**src/rtl/cmerge6_arb.sv**
```systemverilog
// cmerge6_arb: six-input round-robin arbitrating merge stage.
//
// Collects drive/free pulse transactions from up to six upstream channels and
// forwards them one at a time onto a single downstream channel. The winning
// channel's payload is registered and held on o_data until the next fire.
//
// The asynchronous click behaviour is realised on a free-running delay-unit
// timebase i_clk: one delay unit equals one i_clk period. Every incoming
// request/acknowledge pulse passes through a two-flop capture stage. That
// stage plays the role of the mutex cells: requests seen by the arbiter are
// metastability-free, and the grant is always one-hot.
//
// Optional build macro: CMERGE6_SRC_TAG_EN
//   defined   -> o_data is DATA_WIDTH+6 bits; the upper 6 bits are the
//                one-hot source tag (channel k -> bit k).
//   undefined -> o_data is DATA_WIDTH bits; no source tag register.
module cmerge6_arb #(
    parameter int DATA_WIDTH = 32,
    parameter int DELAY_NUMS = 1
) (
    input  logic                  i_clk,
    input  logic                  rstn,
    input  logic                  i_drive0,
    input  logic                  i_drive1,
    input  logic                  i_drive2,
    input  logic                  i_drive3,
    input  logic                  i_drive4,
    input  logic                  i_drive5,
    input  logic [DATA_WIDTH-1:0] i_data0,
    input  logic [DATA_WIDTH-1:0] i_data1,
    input  logic [DATA_WIDTH-1:0] i_data2,
    input  logic [DATA_WIDTH-1:0] i_data3,
    input  logic [DATA_WIDTH-1:0] i_data4,
    input  logic [DATA_WIDTH-1:0] i_data5,
    output logic                  o_free0,
    output logic                  o_free1,
    output logic                  o_free2,
    output logic                  o_free3,
    output logic                  o_free4,
    output logic                  o_free5,
    output logic                  o_driveNext,
    input  logic                  i_freeNext,
`ifdef CMERGE6_SRC_TAG_EN
    output logic [DATA_WIDTH+5:0] o_data
`else
    output logic [DATA_WIDTH-1:0] o_data
`endif
);

    localparam logic [1:0] ST_IDLE = 2'd0;
    localparam logic [1:0] ST_ARB  = 2'd1;
    localparam logic [1:0] ST_WAIT = 2'd2;

    // Index of the first set request at or after start, wrapping 5 -> 0.
    function automatic logic [2:0] rr_pick(input logic [5:0] req, input logic [2:0] start);
        logic [2:0] pick;
        logic [3:0] cand;
        pick = 3'd0;
        for (int i = 5; i >= 0; i--) begin
            cand = {1'b0, start} + 4'(i);
            if (cand >= 4'd6) begin
                cand = cand - 4'd6;
            end else begin
                cand = cand;
            end
            if (req[cand[2:0]]) begin
                pick = cand[2:0];
            end else begin
                pick = pick;
            end
        end
        return pick;
    endfunction

    logic [5:0]            drv_raw_s;
    logic [DATA_WIDTH-1:0] data_arr_s [8];
    logic [5:0]            drv_meta_q, drv_sync_q, drv_prev_q;
    logic                  fn_meta_q, fn_sync_q, fn_prev_q;
    logic [5:0]            drv_ev_s;
    logic                  fn_ev_s;
    logic [1:0]            state_q, state_d;
    logic [5:0]            pend_q, pend_d;
    logic [2:0]            ptr_q, ptr_d;
    logic [DATA_WIDTH-1:0] data_q, data_d;
    logic [5:0]            free_q;
    logic [DELAY_NUMS-1:0] drv_dly_q;
    logic                  fire_s;
    logic [2:0]            gnt_idx_s;
    logic [5:0]            grant_s;
`ifdef CMERGE6_SRC_TAG_EN
    logic [5:0]            src_q, src_d;
`endif

    assign drv_raw_s = {i_drive5, i_drive4, i_drive3, i_drive2, i_drive1, i_drive0};
    assign data_arr_s[0] = i_data0;
    assign data_arr_s[1] = i_data1;
    assign data_arr_s[2] = i_data2;
    assign data_arr_s[3] = i_data3;
    assign data_arr_s[4] = i_data4;
    assign data_arr_s[5] = i_data5;
    assign data_arr_s[6] = '0;
    assign data_arr_s[7] = '0;

    // Rising-edge events on the synchronised request and acknowledge lines.
    assign drv_ev_s  = drv_sync_q & ~drv_prev_q;
    assign fn_ev_s   = fn_sync_q & ~fn_prev_q;

    assign fire_s    = (state_q == ST_ARB) && (pend_q != 6'd0);
    assign gnt_idx_s = rr_pick(pend_q, ptr_q);
    assign grant_s   = fire_s ? (6'd1 << gnt_idx_s) : 6'd0;

    // Capture stage: two flops per line plus a previous-value flop for edge detection.
    always_ff @(posedge i_clk or negedge rstn) begin
        if (!rstn) begin
            drv_meta_q <= 6'd0;
            drv_sync_q <= 6'd0;
            drv_prev_q <= 6'd0;
            fn_meta_q  <= 1'b0;
            fn_sync_q  <= 1'b0;
            fn_prev_q  <= 1'b0;
        end else begin
            drv_meta_q <= drv_raw_s;
            drv_sync_q <= drv_meta_q;
            drv_prev_q <= drv_sync_q;
            fn_meta_q  <= i_freeNext;
            fn_sync_q  <= fn_meta_q;
            fn_prev_q  <= fn_sync_q;
        end
    end

    // Next-state logic: pending flags, IDLE/ARB/WAIT sequencing, fire-time payload and pointer.
    always_comb begin
        pend_d  = (pend_q & ~grant_s) | drv_ev_s;
        state_d = state_q;
        ptr_d   = ptr_q;
        data_d  = data_q;
`ifdef CMERGE6_SRC_TAG_EN
        src_d   = src_q;
`endif
        case (state_q)
            ST_IDLE: begin
                if (drv_ev_s != 6'd0) begin
                    state_d = ST_ARB;
                end else begin
                    state_d = ST_IDLE;
                end
            end
            ST_ARB: begin
                if (fire_s) begin
                    state_d = ST_WAIT;
                end else if (pend_d != 6'd0) begin
                    state_d = ST_ARB;
                end else begin
                    state_d = ST_IDLE;
                end
            end
            ST_WAIT: begin
                // An acknowledge outside WAIT never reaches this branch, so it is ignored.
                if (fn_ev_s) begin
                    state_d = (pend_d != 6'd0) ? ST_ARB : ST_IDLE;
                end else begin
                    state_d = ST_WAIT;
                end
            end
            default: begin
                state_d = ST_IDLE;
            end
        endcase
        if (fire_s) begin
            data_d = data_arr_s[gnt_idx_s];
            ptr_d  = (gnt_idx_s == 3'd5) ? 3'd0 : gnt_idx_s + 3'd1;
`ifdef CMERGE6_SRC_TAG_EN
            src_d  = grant_s;
`endif
        end else begin
            data_d = data_q;
            ptr_d  = ptr_q;
        end
    end

    // State registers; the free pulse lags fire by one unit, the downstream drive by DELAY_NUMS units.
    always_ff @(posedge i_clk or negedge rstn) begin
        if (!rstn) begin
            state_q   <= ST_IDLE;
            pend_q    <= 6'd0;
            ptr_q     <= 3'd0;
            data_q    <= '0;
            free_q    <= 6'd0;
            drv_dly_q <= '0;
`ifdef CMERGE6_SRC_TAG_EN
            src_q     <= 6'd0;
`endif
        end else begin
            state_q   <= state_d;
            pend_q    <= pend_d;
            ptr_q     <= ptr_d;
            data_q    <= data_d;
            free_q    <= grant_s;
            drv_dly_q[0] <= fire_s;
            for (int i = 1; i < DELAY_NUMS; i++) begin
                drv_dly_q[i] <= drv_dly_q[i-1];
            end
`ifdef CMERGE6_SRC_TAG_EN
            src_q     <= src_d;
`endif
        end
    end

    assign o_free0     = free_q[0];
    assign o_free1     = free_q[1];
    assign o_free2     = free_q[2];
    assign o_free3     = free_q[3];
    assign o_free4     = free_q[4];
    assign o_free5     = free_q[5];
    assign o_driveNext = drv_dly_q[DELAY_NUMS-1];
`ifdef CMERGE6_SRC_TAG_EN
    assign o_data      = {src_q, data_q};
`else
    assign o_data      = data_q;
`endif

endmodule

```
**config.mk**
```make
export PLATFORM = sky130hd
export DESIGN_NAME = cmerge6_arb
export DESIGN_NICKNAME = d
export VERILOG_FILES = /design/src/rtl/cmerge6_arb.sv
export SDC_FILE = /design/constraint.sdc
export NUM_CORES = 1
export LEC_CHECK = 0
export ABC_AREA = 1
export BUFFER_PORTS_ARGS = -buffer_cell sky130_fd_sc_hd__buf_2
export CORE_ASPECT_RATIO = 2
export CORE_UTILIZATION = 47
export DETAILED_ROUTE_END_ITERATION = 10
export HOLD_SLACK_MARGIN = 0.02
export PLACE_DENSITY = 0.83
export SLEW_MARGIN = 40
export SYNTH_ARGS = -nofsm -noshare
export SYNTH_HDL_FRONTEND = slang
export SYNTH_SLANG_ARGS = --single-unit
```
**constraint.sdc**
```tcl
create_clock -name i_clk -period 3.8 [get_ports i_clk]
set_input_delay 0.19 -clock i_clk [delete_from_list [all_inputs] [get_ports i_clk]]
set_output_delay 0.19 -clock i_clk [all_outputs]
set_load 0.02 [all_outputs]
```
Word-level counts from Yosys, hierarchy flattened
Index checks and enable logic that the tools add are counted.
Storage, ports and cells
  bits in latches: 0
  logic and storage cells: 88
  flip-flop bits (word level): 71
  memory bits (writable): 0
  input bits: 201
  bits in read-only memories: 0
  memories: 0
Cells by class
  multipliers: 0
  shift operators: 1
  bitwise logic cells: 8
  add/subtract/negate cells: 12
  reductions and logical operators: 5
  eq/ne operators: 3
  divide/modulo/power cells: 0
  order comparisons: 13
  mux-type cells: 34
Operators with widths (count)
  $bmux 32 s3: 1
  $mux 32: 2
  $mux 3: 13
  $lt 3x4->1 const B: 6
  $ge 4x3->1 const B: 5
  $bmux 1 s3: 6
  $reduce_bool 6->1: 3
  $sub 3x3->3 const B: 6
  $and 6x6->6: 2
  $not 6->6: 2
  $add 3x2->4 const B: 2
  $add 3x3->4 const B: 2
  $mux 1: 8
  $mux 6: 1
  $or 6x6->6: 1
  $pmux 2 s3: 1
  $shl 1x3->6 const A: 1
  $add 3x1->4 const B: 1
  $ge 4x4->1 const B: 1
  $mux 2: 2
  $not 3->4: 1
  $add 3x1->3 const B: 1
  $eq 3x3->1 const B: 1
  $ge 3x3->1 const B: 1
  other kinds (6): 6

Longest topological paths before layout
  depth in word-level cells: 20
  mapped depth: 29
  gate-level depth less buffers: 26

Worst setup path after synthesis
Ideal clock, no wire load.
  path type: reg-to-reg
  start point: register ptr_q[0]
  end point: register state_q[0]
  buffers on the path: 4
  arrival time: 3.181 ns
  period minus slack after synthesis: 3.302 ns
  library setup time: 0.121 ns
  cell stages (with the launch flop): 28
  slack: 0.498 ns
  path through: dfrtp_1 buf_2 inv_1 ha_1 buf_4 o21ai_2 nand2_1 nand2_1 nand3_1 nand2_1 nand3_1 nand2_1 nand2_1 nand2_1 nand2_1 nand2_1 nand2_1 buf_4 nor2_4 buf_2 ha_1 inv_1 nor2_1 o21ai_0 nor2_1 nand3_1 nand2_1 nand2_1
Between the ends
  cells in the longest elaborated chain, start to end: 20
  elaborated cells between the ends (all ways): 51
Ends and longest elaborated chain
  start: declaration: RTL line 83  | logic [2:0] ptr_q, ptr_d;
  start signal: assignment: RTL line 196  | ptr_q <= ptr_d;
  $add 3x3->4: RTL line 60  | cand = {1'b0, start} + 4'(i);
  $ge 4x3->1 / $sub 3x3->3 (equally long branches): RTL line 61, 62
  $mux 3: RTL line 61  | if (cand >= 4'd6) begin
  $bmux 1 s3: RTL line 66  | if (req[cand[2:0]]) begin
  $mux 1 (not written as such): RTL line 66
  $mux 3 (5 in series): RTL line 66
  $mux 3 (*): RTL line 66
  $shl 1x3->6 (*): RTL line 110  | assign grant_s = fire_s ? (6'd1 << gnt_idx_s) : 6'd0;
  [1 not listed]
  net grant_s[3]: RTL line 89  | logic [5:0] grant_s;
  [1 not listed]
  $and 6x6->6 (*): RTL line 133  | pend_d = (pend_q & ~grant_s) | drv_ev_s;
  $or 6x6->6 (*): RTL line 133
  net pend_d[3]: RTL line 82  | logic [5:0] pend_q, pend_d;
  $reduce_bool 6->1 (*): RTL line 151, 160
  $mux 1 (*): RTL line 151, 160
  $mux 2 (on tied branches): RTL line 159, 149
  $pmux 2 s3 (*): RTL line 140  | case (state_q)
  net state_d[0]: RTL line 81  | logic [1:0] state_q, state_d;
  end signal: assignment: RTL line 194  | state_q <= state_d;
  end: declaration: RTL line 81
Mark *: on every way through the listed nets, which the timed path passes. The rest lies on a longest branch. The select of a mux whose other input is x is not followed.
A chain may end at the register's enable or synchronous reset.

Final worst setup path
  start point: register ptr_q[1]
  end point: register state_q[0]
Same word-level chain as after synthesis.

==> results.ini <==
[outcome]
outcome = finished clean

[worst_hold_path]
holdCritPathClass = input port to flop

[floorplan]
boundaryPins = 240
die_width_um = 74.0
fp-row-count = 52
initial_util_pct = 48.3
design.core.area_um2 = 10100
die_h_um = 146
floorplan.die_area_um2 = 10800

[routing]
route.final.wire_length_um = 17200
drt_drc_violations_left = 0
antenna_violating_nets_post_route = 0
wire_per_inst_um = 15.4
initialDrtViolationCount = 283
detailroute.via_count = 5824
vias_per_cell = 5.20
dr.pass1.iters = 4

[grt]
global_route.usage.total_pct = 32.8
gr-total-overflow = 0
initial_antenna_violation_count = 2
vias_in_the_first_global_route = 5460
grt_first_pass_wirelength_um = 26800
grt_max_degree = 72

[logic_synthesis]
synth_top_area_share_pct = 36.4
synth_top_cells_by_area = sky130_fd_sc_hd__dfrtp_1 36%, sky130_fd_sc_hd__nand2_1 21%, sky130_fd_sc_hd__nand3_1 7.6%
post_synth_num_cell_types = 29
synth.largest_area_cell = sky130_fd_sc_hd__dfrtp_1
synth-edff-count = 0
synth-seq-cells = 71
syn-instance-count = 746
synth_seq_area_share_pct = 36.4
post_syn_area_um2 = 4880
synthArstFlopShare_pct = 100
synthesis.yosys.warnings = 0
synth_ff_type = sky130_fd_sc_hd__dfrtp_1
top_count_cell_post_synth = sky130_fd_sc_hd__nand2_1
post_synth.cell_area_avg_um2 = 6.54
most_used_standard_cells_in_the_synthesized_netlist = 278 x sky130_fd_sc_hd__nand2_1, 77 x sky130_fd_sc_hd__inv_1, 74 x sky130_fd_sc_hd__nand3_1, 71 x sky130_fd_sc_hd__dfrtp_1, 51 x sky130_fd_sc_hd__nor2_1
synthesis.nets = 957

[finish]
layout-drive-gt1-share_pct = 29.7
final_nets = 1190
post-route-cell-area_um2 = 6550
syn2layout_area_growth_pct = 34.4
layout.cells.non_filler = 1121

[cts]
clock-root-buffer = sky130_fd_sc_hd__clkbuf_16
cts_clk_pin_slew_worst_paths_ps = 60
cts_tree = done
cts_made_buffers = 9
htreeDepth = 3
clock_sink_count = 71
cts_post_setup_buffers_inserted = 0
post_cts_resized = 0
cts-root-to-sink-buffers = 2
insertion_delay_ps = 340
cts.hold.buffers_added = 8

[setup_path]
critical_path_launch_point_type = flop
critical_path_type = flop to flop
timing.critical_path.to_type = flop
critical_path_peak_fanout = 18
timing.critical_path.required_ps = 4020
worst_path_most_repeated_cell = sky130_fd_sc_hd__nand2_1
critical_path_arrival_ps = 3670
critical_path.slowest_cell = sky130_fd_sc_hd__dfrtp_1
cp_slowest_stage_delay_ps = 380

[sta]
layout_worst_path_cycle_share_pct = 90.9
fmax_mhz = 290
worst_clock_skew_ps = 8.12
totalNegativeSetupSlack_ps = 0
final.hold.worst_slack_ps = 161
slew_headroom_pct = 55.8
drv_slew = 0
period_needed_ps = 3450
setup_viol = 0
grt_setup_unrepaired = false
worstMarginPinSlew_ps = 663
finalHoldViolCount = 0

[placement]
place_inst = 1095
placement.cell_area_um2 = 6170
routabilityCongestion = 0.945
port_buffers = 239
detailed_place_hpwl_um = 13100

[flow_run]
maxCapViolations = 0

cell type report:
class	instances	area (um2)
multi-input combinational	553	2580
clock inverter	7	73.8
tap	135	169
timing repair buffer	261	1410
fill	936	3530
clock buffer	9	225
antenna	2	5.00
sequential	71	1780
inverter	83	312
metrics by stage:
stage	setup WS, ps	util (%)
global route	8.03	65.0
finish	346	65.0
global placement	435	61.1
CTS	339	64.9
floorplan	498	-
detailed placement	375	61.2
routing by layer:
metal	vias up	share of wire [%]	track usage, %
li1	2871	-	-
met1	2628	36	37.0
met2	272	52	56.9
met3	53	5.9	4.90
met4	0	5.8	18.2
met5	-	0	0
path summary, 6_finish.rpt:
| path | start | endpoint | slack, ps | cells past startpoint |
|---|---|---|---|---|
| worst max-delay path | ptr_q[1] | state_q[0] | 350 | 25 |
| max in group asynchronous | rstn | free_q[5] | 2900 | 2 |
| worst min-delay path | i_data1[14] | o_data[14] | 160 | 5 |
| min in group asynchronous | rstn | o_data[29] | 410 | 2 |
| worst min register to register | drv_meta_q[0] | drv_sync_q[0] | 350 | 0 |
| worst max register to register | ptr_q[1] | state_q[0] | 350 | 25 |
state kept, by name, indices dropped and copies added, names as in the netlist:
register,count
free_q,6
o_driveNext,1
ptr_q,3
fn_prev_q,1
pend_q,6
drv_prev_q,6
fn_meta_q,1
fn_sync_q,1
drv_meta_q,6
drv_sync_q,6
o_data,32
state_q,2
critical path, delay by kind of cell (launching register included):
family                     cells  cell delay, ps
DFF                            1             380
AOI/OAI and AO/OA              2             260
adders and majority gates      2             520
buffers and inverters          4             480
and+or+nand+nor               17            1690
cells by family (layout without fill, tap and decap cells):
family | count (synthesis) | in the layout | synth area share [%]
other | 0 | 2 | 0
DFF | 71 | 71 | 36.4
xor gates and xnor gates | 1 | 1 | 0.180
adders and majority gates | 10 | 10 | 2.57
and+or+nand+nor | 448 | 448 | 38.9
AOI/OAI and AO/OA | 94 | 94 | 11.0
buffers and inverters | 122 | 360 | 10.9
cells in the final DEF (no fill, tap or decap), types with 5 or more instances in the layout:
| master | count |
|---|---|
| sky130_fd_sc_hd__o21ai_1 | 5 |
| sky130_fd_sc_hd__nor2_1 | 51 |
| sky130_fd_sc_hd__nand3_1 | 74 |
| sky130_fd_sc_hd__nand4_1 | 31 |
| sky130_fd_sc_hd__inv_1 | 77 |
| sky130_fd_sc_hd__a31oi_1 | 33 |
| sky130_fd_sc_hd__buf_2 | 238 |
| sky130_fd_sc_hd__nand2_1 | 277 |
| sky130_fd_sc_hd__nand2_2 | 8 |
| sky130_fd_sc_hd__dfrtp_1 | 71 |
| sky130_fd_sc_hd__clkbuf_16 | 9 |
| sky130_fd_sc_hd__a21oi_1 | 36 |
| sky130_fd_sc_hd__dlygate4sd3_1 | 8 |
| sky130_fd_sc_hd__ha_1 | 10 |
| sky130_fd_sc_hd__inv_2 | 6 |
| sky130_fd_sc_hd__buf_4 | 12 |
| sky130_fd_sc_hd__o21ai_0 | 13 |
Power is left out: the tool's default activity adds up to more than one toggle a clock period on the data nets, which glitch-free logic cannot reach.
